**src/rtl/multi_lift_hall_dispatcher_pkg.sv**
```systemverilog
// Shared types for the hall-call dispatcher: call slot / dispatcher FSM states
// and the floor/direction -> slot mapping.
package lift_ctrl_pkg;

  typedef enum logic [1:0] {CALL_IDLE, CALL_PENDING, CALL_ASSIGNED} call_state_e;
  typedef enum logic       {DISP_SCAN, DISP_OFFER}                  disp_state_e;

  // slot 2*f is the down call at floor f, 2*f+1 the up call
  function automatic int unsigned slot_index(input int unsigned floor, input logic dir);
    return 2 * floor + {31'd0, dir};
  endfunction

endpackage

```
**src/rtl/multi_lift_hall_dispatcher_if.sv**
```systemverilog
// Assignment offer handshake between the hall dispatcher and the lift controllers.
interface multi_lift_hall_dispatcher_if #(
  parameter int N_FLOORS = 12,
  parameter int N_LIFTS  = 10
);
  localparam int FLOOR_W = $clog2(N_FLOORS);
  localparam int LIFT_W  = (N_LIFTS > 1) ? $clog2(N_LIFTS) : 1;

  logic               assign_valid;
  logic [LIFT_W-1:0]  assign_lift;
  logic [FLOOR_W-1:0] assign_floor;
  logic               assign_up;
  logic               assign_ack;

  modport master (output assign_valid, assign_lift, assign_floor, assign_up, input assign_ack);
  modport slave  (input assign_valid, assign_lift, assign_floor, assign_up, output assign_ack);
endinterface

```
**src/rtl/multi_lift_hall_dispatcher_lift_selector.sv**
```systemverilog
// Combinational nearest-eligible-lift picker for one hall call; ties go to the
// lowest lift index.
module lift_selector #(
  parameter int N_LIFTS = 10,
  parameter int FLOOR_W = 4,
  parameter int LIFT_W  = 4
) (
  input  logic [N_LIFTS*FLOOR_W-1:0] lift_floor,
  input  logic [N_LIFTS-1:0]         lift_idle,
  input  logic [N_LIFTS-1:0]         lift_moving_up,
  input  logic [FLOOR_W-1:0]         call_floor,
  input  logic                       call_up,
  output logic                       found,
  output logic [LIFT_W-1:0]          best_lift
);
  logic [N_LIFTS-1:0]              elig;
  logic [N_LIFTS-1:0][FLOOR_W-1:0] cost;
  logic [FLOOR_W-1:0]              best_cost;

  for (genvar i = 0; i < N_LIFTS; i++) begin : g_lift
    logic [FLOOR_W-1:0] lf;
    assign lf      = lift_floor[i*FLOOR_W +: FLOOR_W];
    // a moving lift only takes calls ahead of it in its own direction
    assign elig[i] = lift_idle[i]
                   | ( lift_moving_up[i] &  call_up & (lf < call_floor))
                   | (~lift_moving_up[i] & ~call_up & (lf > call_floor));
    assign cost[i] = (lf > call_floor) ? lf - call_floor : call_floor - lf;
  end

  always_comb begin
    found     = 1'b0;
    best_lift = '0;
    best_cost = '0;
    for (int i = 0; i < N_LIFTS; i++) begin
      if (elig[i] && (!found || cost[i] < best_cost)) begin
        found     = 1'b1;
        best_lift = LIFT_W'(i);
        best_cost = cost[i];
      end
    end
  end
endmodule

```
**src/rtl/multi_lift_hall_dispatcher.sv**
```systemverilog
// Hall-call dispatcher: latches button presses into call slots, offers each pending
// call to the nearest eligible lift, clears on service. HALL_CALL_REASSIGN_EN adds
// per-slot age counters that return unserved ASSIGNED calls to PENDING after TIMEOUT.
module multi_lift_hall_dispatcher import lift_ctrl_pkg::*; #(
  parameter int N_FLOORS = 12,
  parameter int N_LIFTS  = 10
`ifdef HALL_CALL_REASSIGN_EN
  , parameter int TIMEOUT = 255
`endif
  , localparam int FLOOR_W = $clog2(N_FLOORS)
  , localparam int LIFT_W  = (N_LIFTS > 1) ? $clog2(N_LIFTS) : 1
  , localparam int CNT_W   = $clog2(2*N_FLOORS+1)
) (
  input  logic                       clk,
  input  logic                       reset,
  input  logic [N_FLOORS-1:0]        up_rqst,
  input  logic [N_FLOORS-1:0]        dn_rqst,
  input  logic [N_LIFTS*FLOOR_W-1:0] lift_floor,
  input  logic [N_LIFTS-1:0]         lift_idle,
  input  logic [N_LIFTS-1:0]         lift_moving_up,
  input  logic                       serve_valid,
  input  logic [FLOOR_W-1:0]         serve_floor,
  input  logic                       serve_up,
  multi_lift_hall_dispatcher_if.master asg,
  output logic [N_FLOORS-1:0]        global_up_rqst_status,
  output logic [N_FLOORS-1:0]        global_dn_rqst_status,
  output logic [CNT_W-1:0]           pending_count
);
  localparam int NS    = 2 * N_FLOORS;
  localparam int PTR_W = $clog2(NS);

  call_state_e       slot_q [NS];
  call_state_e       slot_d [NS];
  disp_state_e       state_q, state_d;
  logic [PTR_W-1:0]  ptr_q, ptr_d, ptr_nxt;
  logic [NS-1:0]     press, serve_hit, slot_ok;
  logic              load, accept, offer_gone, sel_found;
  logic [LIFT_W-1:0] sel_lift;
  logic [CNT_W-1:0]  pend_n;

`ifdef HALL_CALL_REASSIGN_EN
  localparam int AGE_W = (TIMEOUT > 255) ? $clog2(TIMEOUT+1) : 8;
  logic [AGE_W-1:0] age_q [NS];
`endif

  // up at the top floor and down at the ground floor have no button
  for (genvar f = 0; f < N_FLOORS; f++) begin : g_floor
    assign press[2*f]     = dn_rqst[f];
    assign press[2*f+1]   = up_rqst[f];
    assign slot_ok[2*f]   = (f != 0);
    assign slot_ok[2*f+1] = (f != N_FLOORS-1);
  end

  always_comb begin
    serve_hit = '0;
    for (int s = 0; s < NS; s++)
      serve_hit[s] = serve_valid && (int'(serve_floor) < N_FLOORS) &&
                     (slot_index(32'(serve_floor), serve_up) == s);
  end

  lift_selector #(.N_LIFTS(N_LIFTS), .FLOOR_W(FLOOR_W), .LIFT_W(LIFT_W)) u_sel (
    .lift_floor     (lift_floor),
    .lift_idle      (lift_idle),
    .lift_moving_up (lift_moving_up),
    .call_floor     (ptr_q[PTR_W-1:1]),
    .call_up        (ptr_q[0]),
    .found          (sel_found),
    .best_lift      (sel_lift)
  );

  assign ptr_nxt    = (ptr_q == PTR_W'(NS-1)) ? '0 : ptr_q + 1'b1;
  // the offered call vanished under us (served now, or before the offer went out)
  assign offer_gone = serve_hit[ptr_q] || (slot_q[ptr_q] != CALL_PENDING);

  always_comb begin
    state_d = state_q;
    ptr_d   = ptr_q;
    load    = 1'b0;
    accept  = 1'b0;
    case (state_q)
      DISP_SCAN:
        if (slot_q[ptr_q] == CALL_PENDING && sel_found) begin
          load    = 1'b1;
          state_d = DISP_OFFER;
        end else begin
          ptr_d = ptr_nxt;
        end
      DISP_OFFER:
        if (offer_gone || asg.assign_ack) begin
          accept  = !offer_gone;
          state_d = DISP_SCAN;
          ptr_d   = ptr_nxt;
        end
      default: state_d = DISP_SCAN;
    endcase
  end

  always_comb begin
    for (int s = 0; s < NS; s++) begin
      slot_d[s] = slot_q[s];
      if (!slot_ok[s] || serve_hit[s])               slot_d[s] = CALL_IDLE;
      else if (accept && ptr_q == PTR_W'(s))         slot_d[s] = CALL_ASSIGNED;
`ifdef HALL_CALL_REASSIGN_EN
      else if (slot_q[s] == CALL_ASSIGNED && age_q[s] == AGE_W'(TIMEOUT-1))
                                                     slot_d[s] = CALL_PENDING;
`endif
      else if (press[s] && slot_q[s] == CALL_IDLE)   slot_d[s] = CALL_PENDING;
    end
  end

  always_comb begin
    pend_n = '0;
    for (int s = 0; s < NS; s++)
      pend_n = pend_n + CNT_W'(slot_q[s] == CALL_PENDING);
  end

  assign asg.assign_valid = (state_q == DISP_OFFER);

  always_ff @(posedge clk) begin
    if (reset) begin
      state_q               <= DISP_SCAN;
      ptr_q                 <= '0;
      asg.assign_lift       <= '0;
      asg.assign_floor      <= '0;
      asg.assign_up         <= 1'b0;
      global_up_rqst_status <= '0;
      global_dn_rqst_status <= '0;
      pending_count         <= '0;
      for (int s = 0; s < NS; s++) slot_q[s] <= CALL_IDLE;
    end else begin
      state_q <= state_d;
      ptr_q   <= ptr_d;
      slot_q  <= slot_d;
      if (load) begin
        asg.assign_lift  <= sel_lift;
        asg.assign_floor <= ptr_q[PTR_W-1:1];
        asg.assign_up    <= ptr_q[0];
      end
      for (int f = 0; f < N_FLOORS; f++) begin
        global_up_rqst_status[f] <= (slot_q[2*f+1] != CALL_IDLE);
        global_dn_rqst_status[f] <= (slot_q[2*f]   != CALL_IDLE);
      end
      pending_count <= pend_n;
    end
  end

`ifdef HALL_CALL_REASSIGN_EN
  always_ff @(posedge clk) begin
    for (int s = 0; s < NS; s++) begin
      if (reset || (slot_d[s] == CALL_ASSIGNED && slot_q[s] != CALL_ASSIGNED)) age_q[s] <= '0;
      else if (slot_q[s] == CALL_ASSIGNED)                                     age_q[s] <= age_q[s] + 1'b1;
    end
  end
`endif
endmodule

```
**src/flat_wrapper.sv**
```systemverilog
// flat-port wrapper written by rule: the top's interface ports become plain ports
module multi_lift_hall_dispatcher_flat import lift_ctrl_pkg::*;
#(
  parameter int N_FLOORS = 12,
  parameter int N_LIFTS  = 10

  , localparam int FLOOR_W = $clog2(N_FLOORS)
  , localparam int LIFT_W  = (N_LIFTS > 1) ? $clog2(N_LIFTS) : 1
  , localparam int CNT_W   = $clog2(2*N_FLOORS+1)
)
  (clk, reset, up_rqst, dn_rqst, lift_floor, lift_idle, lift_moving_up, serve_valid, serve_floor, serve_up, global_up_rqst_status, global_dn_rqst_status, pending_count, asg_assign_valid, asg_assign_lift, asg_assign_floor, asg_assign_up, asg_assign_ack);
  multi_lift_hall_dispatcher_if #(.N_FLOORS(N_FLOORS), .N_LIFTS(N_LIFTS)) asg_i ();
  input  logic clk;
  input  logic reset;
  input  logic [N_FLOORS-1:0] up_rqst;
  input  logic [N_FLOORS-1:0] dn_rqst;
  input  logic [N_LIFTS*FLOOR_W-1:0] lift_floor;
  input  logic [N_LIFTS-1:0] lift_idle;
  input  logic [N_LIFTS-1:0] lift_moving_up;
  input  logic serve_valid;
  input  logic [FLOOR_W-1:0] serve_floor;
  input  logic serve_up;
  output logic [N_FLOORS-1:0] global_up_rqst_status;
  output logic [N_FLOORS-1:0] global_dn_rqst_status;
  output logic [CNT_W-1:0] pending_count;
  output wire logic [$bits(asg_i.assign_valid)-1:0] asg_assign_valid;
  output wire logic [$bits(asg_i.assign_lift)-1:0] asg_assign_lift;
  output wire logic [$bits(asg_i.assign_floor)-1:0] asg_assign_floor;
  output wire logic [$bits(asg_i.assign_up)-1:0] asg_assign_up;
  input wire logic [$bits(asg_i.assign_ack)-1:0] asg_assign_ack;
  assign asg_assign_valid = asg_i.assign_valid;
  assign asg_assign_lift = asg_i.assign_lift;
  assign asg_assign_floor = asg_i.assign_floor;
  assign asg_assign_up = asg_i.assign_up;
  assign asg_i.assign_ack = asg_assign_ack;
  multi_lift_hall_dispatcher #(.N_FLOORS(N_FLOORS), .N_LIFTS(N_LIFTS)) u_core (.clk(clk), .reset(reset), .up_rqst(up_rqst), .dn_rqst(dn_rqst), .lift_floor(lift_floor), .lift_idle(lift_idle), .lift_moving_up(lift_moving_up), .serve_valid(serve_valid), .serve_floor(serve_floor), .serve_up(serve_up), .asg(asg_i), .global_up_rqst_status(global_up_rqst_status), .global_dn_rqst_status(global_dn_rqst_status), .pending_count(pending_count));
endmodule
```
**config.mk**
```make
export PLATFORM = sky130hd
export DESIGN_NAME = multi_lift_hall_dispatcher_flat
export DESIGN_NICKNAME = d
export VERILOG_FILES = /design/src/rtl/multi_lift_hall_dispatcher_pkg.sv /design/src/rtl/multi_lift_hall_dispatcher_if.sv /design/src/rtl/multi_lift_hall_dispatcher_lift_selector.sv /design/src/rtl/multi_lift_hall_dispatcher.sv /design/src/flat_wrapper.sv
export SDC_FILE = /design/constraint.sdc
export NUM_CORES = 1
export LEC_CHECK = 0
export CORE_MARGIN = 3
export CORE_UTILIZATION = 56
export CTS_CLUSTER_DIAMETER = 80
export DETAILED_ROUTE_END_ITERATION = 12
export PLACE_DENSITY = 0.82
export SLEW_MARGIN = 20
export SYNTH_ARGS = -nofsm -noshare
export SYNTH_HDL_FRONTEND = slang
export SYNTH_HIERARCHICAL = 1
export SYNTH_SLANG_ARGS = --single-unit
```
**constraint.sdc**
```tcl
create_clock -name clk -period 24.7 [get_ports clk]
set_clock_uncertainty 0.05 [all_clocks]
set_input_delay 6.175 -clock clk [delete_from_list [all_inputs] [get_ports clk]]
set_output_delay 6.175 -clock clk [all_outputs]
set_load 0.01 [all_outputs]
```
# After elaboration in Yosys (flattened, before gate mapping)
# Cells that the tools add are included.
[op_classes]
n_addsub = 45
magnitude_cmp = 32
n_eq_ne = 74
muxes = 97
n_bitwise = 73
reduce_logical = 214
[op_table]
columns = ["operator", "n"]
rows = [
  ["$eq 32x4->1 const B", 8],
  ["$eq 32x5->1 const B", 8],
  ["$eq 32x3->1 const B", 4],
  ["$add 5x1->5", 22],
  ["$mux 4", 27],
  ["$mux 2", 46],
  ["$reduce_bool 2->1", 46],
  ["$sub 4x4->4", 20],
  ["$logic_and 1x1->1", 79],
  ["$lt 4x4->1", 19],
  ["$reduce_or 3->1", 22],
  ["$eq 2x1->1 const B", 25],
  ["$logic_not 2->1", 22],
  ["$reduce_or 2->1", 22],
  ["$and 1x1->1", 40],
  ["$eq 5x4->1 const B", 8],
  ["$eq 5x5->1 const B", 8],
  ["$gt 4x4->1", 10],
  ["$logic_not 32->1", 1],
  ["$eq 5x3->1 const B", 4],
  ["$or 1x1->1", 20],
  ["$mux 1", 17],
  ["$mux 5", 3],
  ["$eq 6x2->1 const B", 2],
  ["20 further kinds", 52],
]
[word_totals]
register_bits = 92
input_bits = 93
out_inout_bits = 39

# Logic depth before layout (Yosys ltp)
[depth]
ltp_word = 44
mapped_depth = 88
mapped_depth_nobuf = 87

# Hierarchy
# Netlist, hierarchy kept.
[by_module_without_submodules]
columns = ["module", "instances", "cells_per_inst", "area_per_inst_um2", "seq_area_each_um2"]
rows = [
  ["multi_lift_hall_dispatcher", 1, 518, 4575.6, 1721.7],
  ["lift_selector", 1, 538, 4380.5, 0.0],
]

# Worst setup path before layout
# Ideal clock, no wire load.
[synth_timing]
path_type = "in2reg"
from = "in lift_floor[4]"
to = "reg u_core.asg.assign_lift[2]"
setup_time_ps = 128
t_arrival_ps = 19937
setup_slack_ps = 4585
cell_stages = 79
path_buffers = 1
path_cell_list = "inv_1 -> ha_1 -> inv_1 -> fa_1 -> nand3_1 -> a21boi_0 -> mux2_2 -> xnor2_1 -> ha_1 -> o21a_1 -> nor2_1 -> or2_2 -> o21a_1 -> o21ai_0 -> inv_1 -> ha_1 -> and3_1 -> o21ai_0 -> (+43 left out) -> o31a_1 -> mux2i_1 -> inv_1 -> ha_1 -> a21o_1 -> a21oi_1 -> inv_1 -> or4b_4 -> o21ai_4 -> mux2i_1 -> ha_1 -> o21a_1 -> o21ai_0 -> a311oi_1 -> o221ai_1 -> a41oi_1 -> mux2i_1 -> nor2_1"
[synth_between]
elab_cells_between_ends = 71
classes_between = "add/sub: 2; order compare: 11; mux: 27; bitwise: 4; reduce/logical: 27"
[synth_lines]
columns = ["element", "line_no", "rtl"]
rows = [
  ["start, declared", "flat_wrapper.sv:17", "input logic [N_LIFTS*FLOOR_W-1:0] lift_floor;"],
  ["$sub 4x4->4 (tied with other cells)", "multi_lift_hall_dispatcher_lift_selector.sv:27", "assign cost[i] = (lf > call_floor) ? lf - call_floor : call_floor - lf;"],
  ["$mux 4 or $and 1x1->1 (tied branches)", "multi_lift_hall_dispatcher_lift_selector.sv:27, multi_lift_hall_dispatcher_lift_selector.sv:25", ""],
  ["$lt 4x4->1 or $or 1x1->1 (tied branches)", "multi_lift_hall_dispatcher_lift_selector.sv:35, multi_lift_hall_dispatcher_lift_selector.sv:25", ""],
  ["$logic_or 1x1->1 or $or 1x1->1 (tied branches)", "multi_lift_hall_dispatcher_lift_selector.sv:35, multi_lift_hall_dispatcher_lift_selector.sv:26", ""],
  ["$logic_and 1x1->1", "multi_lift_hall_dispatcher_lift_selector.sv:35", "if (elig[i] && (!found || cost[i] < best_cost)) begin"],
  ["$mux 4 or $mux 1 (tied branches)", "multi_lift_hall_dispatcher_lift_selector.sv:35", ""],
  ["$lt 4x4->1 or $logic_not 1->1 (tied branches)", "multi_lift_hall_dispatcher_lift_selector.sv:35", ""],
  ["$logic_or 1x1->1", "multi_lift_hall_dispatcher_lift_selector.sv:35", ""],
  ["(+23 left out)", "n/a", ""],
  ["$logic_or 1x1->1", "multi_lift_hall_dispatcher_lift_selector.sv:35", ""],
  ["$logic_and 1x1->1", "multi_lift_hall_dispatcher_lift_selector.sv:35", ""],
  ["$mux 4 or $mux 1 (tied branches)", "multi_lift_hall_dispatcher_lift_selector.sv:35", ""],
  ["$lt 4x4->1 or $logic_not 1->1 (tied branches)", "multi_lift_hall_dispatcher_lift_selector.sv:35", ""],
  ["$logic_or 1x1->1", "multi_lift_hall_dispatcher_lift_selector.sv:35", ""],
  ["$logic_and 1x1->1", "multi_lift_hall_dispatcher_lift_selector.sv:35", ""],
  ["$mux 4 *", "multi_lift_hall_dispatcher_lift_selector.sv:35", ""],
  ["via u_core.sel_lift[2]", "multi_lift_hall_dispatcher.sv:38", "logic [LIFT_W-1:0] sel_lift;"],
  ["end signal, assigned", "multi_lift_hall_dispatcher.sv:135", "asg.assign_lift <= sel_lift;"],
  ["end, declared", "multi_lift_hall_dispatcher_if.sv:15", "modport master (output assign_valid, assign_lift, assign_floor, assign_up, input assign_ack);"],
]
# Mark *: on every way through the listed nets, which the timed path passes. The rest lies on a longest branch.
# A chain may end at the register's enable or synchronous reset.

# Worst setup path in the final report
[layout_timing]
from = "in lift_floor[0]"
to = "reg u_core.asg.assign_lift[2]"
[layout_between]
elab_cells_between_ends = 74
classes_between = "add/sub: 2; order compare: 11; mux: 29; bitwise: 4; reduce/logical: 28"
[layout_lines]
columns = ["element", "line_no", "rtl"]
rows = [
  ["$lt 4x4->1", "multi_lift_hall_dispatcher_lift_selector.sv:25", "| ( lift_moving_up[i] & call_up & (lf < call_floor))"],
  ["$and 1x1->1", "multi_lift_hall_dispatcher_lift_selector.sv:25", ""],
  ["$or 1x1->1", "multi_lift_hall_dispatcher_lift_selector.sv:25", ""],
  ["$or 1x1->1", "multi_lift_hall_dispatcher_lift_selector.sv:26", "| (~lift_moving_up[i] & ~call_up & (lf > call_floor));"],
  ["$mux 4 or $mux 1 (tied branches)", "multi_lift_hall_dispatcher_lift_selector.sv:35", ""],
  ["$lt 4x4->1 or $logic_not 1->1 (tied branches)", "multi_lift_hall_dispatcher_lift_selector.sv:35", ""],
  ["$logic_or 1x1->1", "multi_lift_hall_dispatcher_lift_selector.sv:35", ""],
  ["$logic_and 1x1->1", "multi_lift_hall_dispatcher_lift_selector.sv:35", ""],
  ["(+26 left out)", "n/a", ""],
  ["$logic_or 1x1->1", "multi_lift_hall_dispatcher_lift_selector.sv:35", ""],
  ["$logic_and 1x1->1", "multi_lift_hall_dispatcher_lift_selector.sv:35", ""],
  ["$mux 4 or $mux 1 (tied branches)", "multi_lift_hall_dispatcher_lift_selector.sv:35", ""],
  ["$lt 4x4->1 or $logic_not 1->1 (tied branches)", "multi_lift_hall_dispatcher_lift_selector.sv:35", ""],
  ["$logic_or 1x1->1", "multi_lift_hall_dispatcher_lift_selector.sv:35", ""],
  ["$logic_and 1x1->1", "multi_lift_hall_dispatcher_lift_selector.sv:35", ""],
  ["$mux 4 *", "multi_lift_hall_dispatcher_lift_selector.sv:35", ""],
  ["via u_core.sel_lift[2]", "multi_lift_hall_dispatcher.sv:38", ""],
]
# Marks and branches as above.

==> metrics <==
status=completed; vias in the first global route=8,490; Placeable Area=15,400 sq um; setup TNS=0 ns; area grow syn2layout=19.7%; Pint=0.739 mW; Post-CTS Resized=0; first-pass detailed-route iteration total=6; Hold Path Class=reg -> reg; part of the power in combinational logic=77.7%; Starting Density=58.1%; most used cell, CP=ha_1; WL/cell=18.4 um; CTS sink cnt=86; Site Rows=45; root buf cell=clkbuf_16; Final Setup Violations=0; Final Hold Vio Count=0; r2r endpoint=u_core/asg.assign_lift[2]; Cells after Synth=1,056; Max Slew Vio Count=0; count leader, synth=ha_1; DR WL met3=1840 um; Post-synth EDFFs=0; I/O Pins=132; part of the power in the clock network=11.0%; Synth Cell Area=8960 sq um; antenna-violating nets left=0; Synth async-reset ratio=0%; worst setup path class=in -> reg; Post-synth top flop=dfxtp_1; Mean Syn Cell Area=8.48 sq um; register area share after synthesis=19.2%; TritonCTS clock tree=built; die height=132 um; dpl ws=1.89 ns; first-pass GRT wire length=41,300 um; Post-Route WL=25,500 um; number of remaining DRC errors=0; PortBufs=127; Fillers=1,256; Max Freq=43.9 MHz; GRT Total Usage=28.5%; DRT iter0 DRCs=909; ranking of synthesized cells by area=dfxtp_1 19%, ha_1 15%, fa_1 7.8%; CTS Buffer Depth=2; r2r setup slk=7.38 ns; Max-Cap Viols=0; Rel. slew slack=33.7%; Slew @ Worst Pin=0.993 ns; Worst Reg2Reg Path Length in Cells=77; met2 WL=11,900 um; layout cells sized above 1=6.38%; leak pwr=4.73 nW; RSZ-0062 raised after global routing=false; largest net degree at the start of global routing=67; setup repair bufs after CTS=0; Yosys reg bits=86; Synth warnings=6; slowest CP cell=a2111oi_0; vias per inst=6.14; CP max stage delay=0.59 ns; worst setup path startpoint=lift_floor[0]; sequential share of power=11.3%; CP Data Arrival Time=22.94 ns; # hold bufs at CTS=0; post-route minimum period=22.79 ns; worst-skew pair later-pin latency=0.34 ns; CP endpoint kind=flop; Layout Nets=1,406; H-tree levels=3; R2R Path Start=u_core/ptr_q[4]; gp weighted congestion=0.965; via count=8,516; die area=17,500 sq um; total gr overflow=0; max layer used=met4; setup ws final=1.91 ns; largest area contributor in the netlist=dfxtp_1; DIE WIDTH=132 um; PwrDens=134 nW/um^2; synth cell count leaders=107 x ha_1, 106 x inv_1, 88 x nor2_1; Netlist cell types=84; period utilisation layout=92.3%; initial antenna violation count=0; Diodes inserted=0; WL met1=11,100 um; Setup crit end=u_core/asg.assign_lift[2]; switching portion of total power=48.4%; CP Launch Type=input pin; VDD IR max=0.105 mV; Inserted Clock Buffers=9; HPWL after DPL=19,200 um; Psw=0.695 mW; Worst EP required=24.85 ns; clock slew seen by the registers of the worst setup and hold paths=0.07 ns; post-synth top area share=19.2%; crit path max fanout=10
routing by layer:
metal  track usage [%]  up-vias
li1                  -     4000
met1              38.9     4074
met2              47.4      390
met3              3.57       52
met4              8.43        0
met5                 0        -
cell families after synthesis:
family / Yosys count / share of synthesized area (%)
other: 1 / 0.0419
XOR/XNOR: 25 / 2.44
AO/OA/AOI/OAI: 299 / 23.1
multiplexers: 68 / 8.61
flip-flops: 86 / 19.2
adder cells (fa/ha/maj): 142 / 22.8
AND/OR/NAND/NOR: 297 / 17.3
buffers and inverters: 138 / 6.47
flip-flops by register name, indices dropped and copies added, names as in the netlist:
| register | cells |
|---|---|
| u_core/pending_count | 5 |
| u_core/ptr_q | 5 |
| u_core/asg.assign_valid | 1 |
| u_core/slot_q | 44 |
| u_core/asg.assign_floor | 4 |
| u_core/asg.assign_up | 1 |
| u_core/global_dn_rqst_status | 11 |
| u_core/global_up_rqst_status | 11 |
| u_core/asg.assign_lift | 4 |
placed cells by master, fill, tap and decap left out, types with 5 or more instances in the layout:
master | synthesis | final
nand2_1 | 48 | 48
mux2_2 | 14 | 14
o31a_1 | 5 | 5
a31oi_1 | 29 | 29
nor3_1 | 9 | 9
nand2b_1 | 19 | 19
nor2b_1 | 59 | 59
a21oi_1 | 84 | 84
a41oi_1 | 9 | 9
nand4_1 | 7 | 7
o21ai_2 | 8 | 8
and4_1 | 8 | 8
a21o_1 | 36 | 36
a41o_1 | 7 | 7
ha_1 | 107 | 107
a211oi_1 | 9 | 9
dfxtp_1 | 86 | 82
nand3_1 | 20 | 20
inv_1 | 106 | 106
o211ai_1 | 9 | 9
clkdlybuf4s50_1 | 0 | 126
mux2i_1 | 47 | 47
o31ai_1 | 5 | 5
o21a_1 | 15 | 15
o21ai_0 | 34 | 34
buf_4 | 4 | 8
fa_1 | 35 | 35
clkbuf_16 | 0 | 9
and3_1 | 12 | 12
xor2_1 | 10 | 10
xnor2_1 | 15 | 15
a211o_1 | 5 | 5
nor2_1 | 88 | 88
final cells by class:
class / count / area, sq um / share of cell area (%)
Clock inverter: 5 / 106 / 0.992
Inverter: 106 / 398 / 3.71
Multi-Input combinational cell: 833 / 6660 / 62.1
Timing Repair Buffer: 135 / 1330 / 12.4
Clock buffer: 11 / 243 / 2.26
Tap cell: 211 / 264 / 2.46
Sequential cell: 86 / 1730 / 16.1
worst min path at each step:
stage                                           end  cells past startpoint                       from
floorplan           u_core/global_up_rqst_status[4]                      2          u_core/slot_q[28]
global placement          u_core/asg.assign_lift[3]                      2  u_core/asg.assign_lift[3]
detailed placement        u_core/asg.assign_lift[3]                      2  u_core/asg.assign_lift[3]
CTS                 u_core/global_up_rqst_status[1]                      2          u_core/slot_q[40]
global route        u_core/global_up_rqst_status[1]                      2          u_core/slot_q[40]
finish              u_core/global_up_rqst_status[1]                      2          u_core/slot_q[40]
worst max-delay path: cells and delay by family:
family	cells	cell delay (ns)
AO/OA/AOI/OAI	34	7.28
XOR/XNOR	1	0.15
adder cells (fa/ha/maj)	11	2.87
buffers and inverters	7	0.94
multiplexers	8	2.34
AND/OR/NAND/NOR	19	3.13
power groups by stage:
stage | Combinational [mW] | Sequential, mW | Clock [mW]
6_report | 1.11 | 0.162 | 0.157
5_1_grt | 1.24 | 0.164 | 0.163
4_1_cts | 1.10 | 0.162 | 0.158
3_5_place_dp | 1.09 | 0.165 | 0
3_3_place_gp | 1.05 | 0.165 | 0
2_1_floorplan | 0.860 | 0.166 | 0
metrics by stage:
| stage | instance area [sq um] | hold WS [ns] | utilization, % | total power [mW] | cells |
|---|---|---|---|---|---|
| 2_1_floorplan | 8960 | 0.406 | - | 1.03 | 1057 |
| 3_3_place_gp | 10400 | 0.422 | 67.2 | 1.21 | 1371 |
| 5_1_grt | 10700 | 0.487 | 69.5 | 1.57 | 1387 |
| 6_report | 10700 | 0.450 | 69.5 | 1.43 | 1387 |
| 4_1_cts | 10700 | 0.450 | 69.5 | 1.42 | 1387 |
| 3_5_place_dp | 10400 | 0.440 | 67.2 | 1.25 | 1371 |
(Power assumes the default switching activity.)
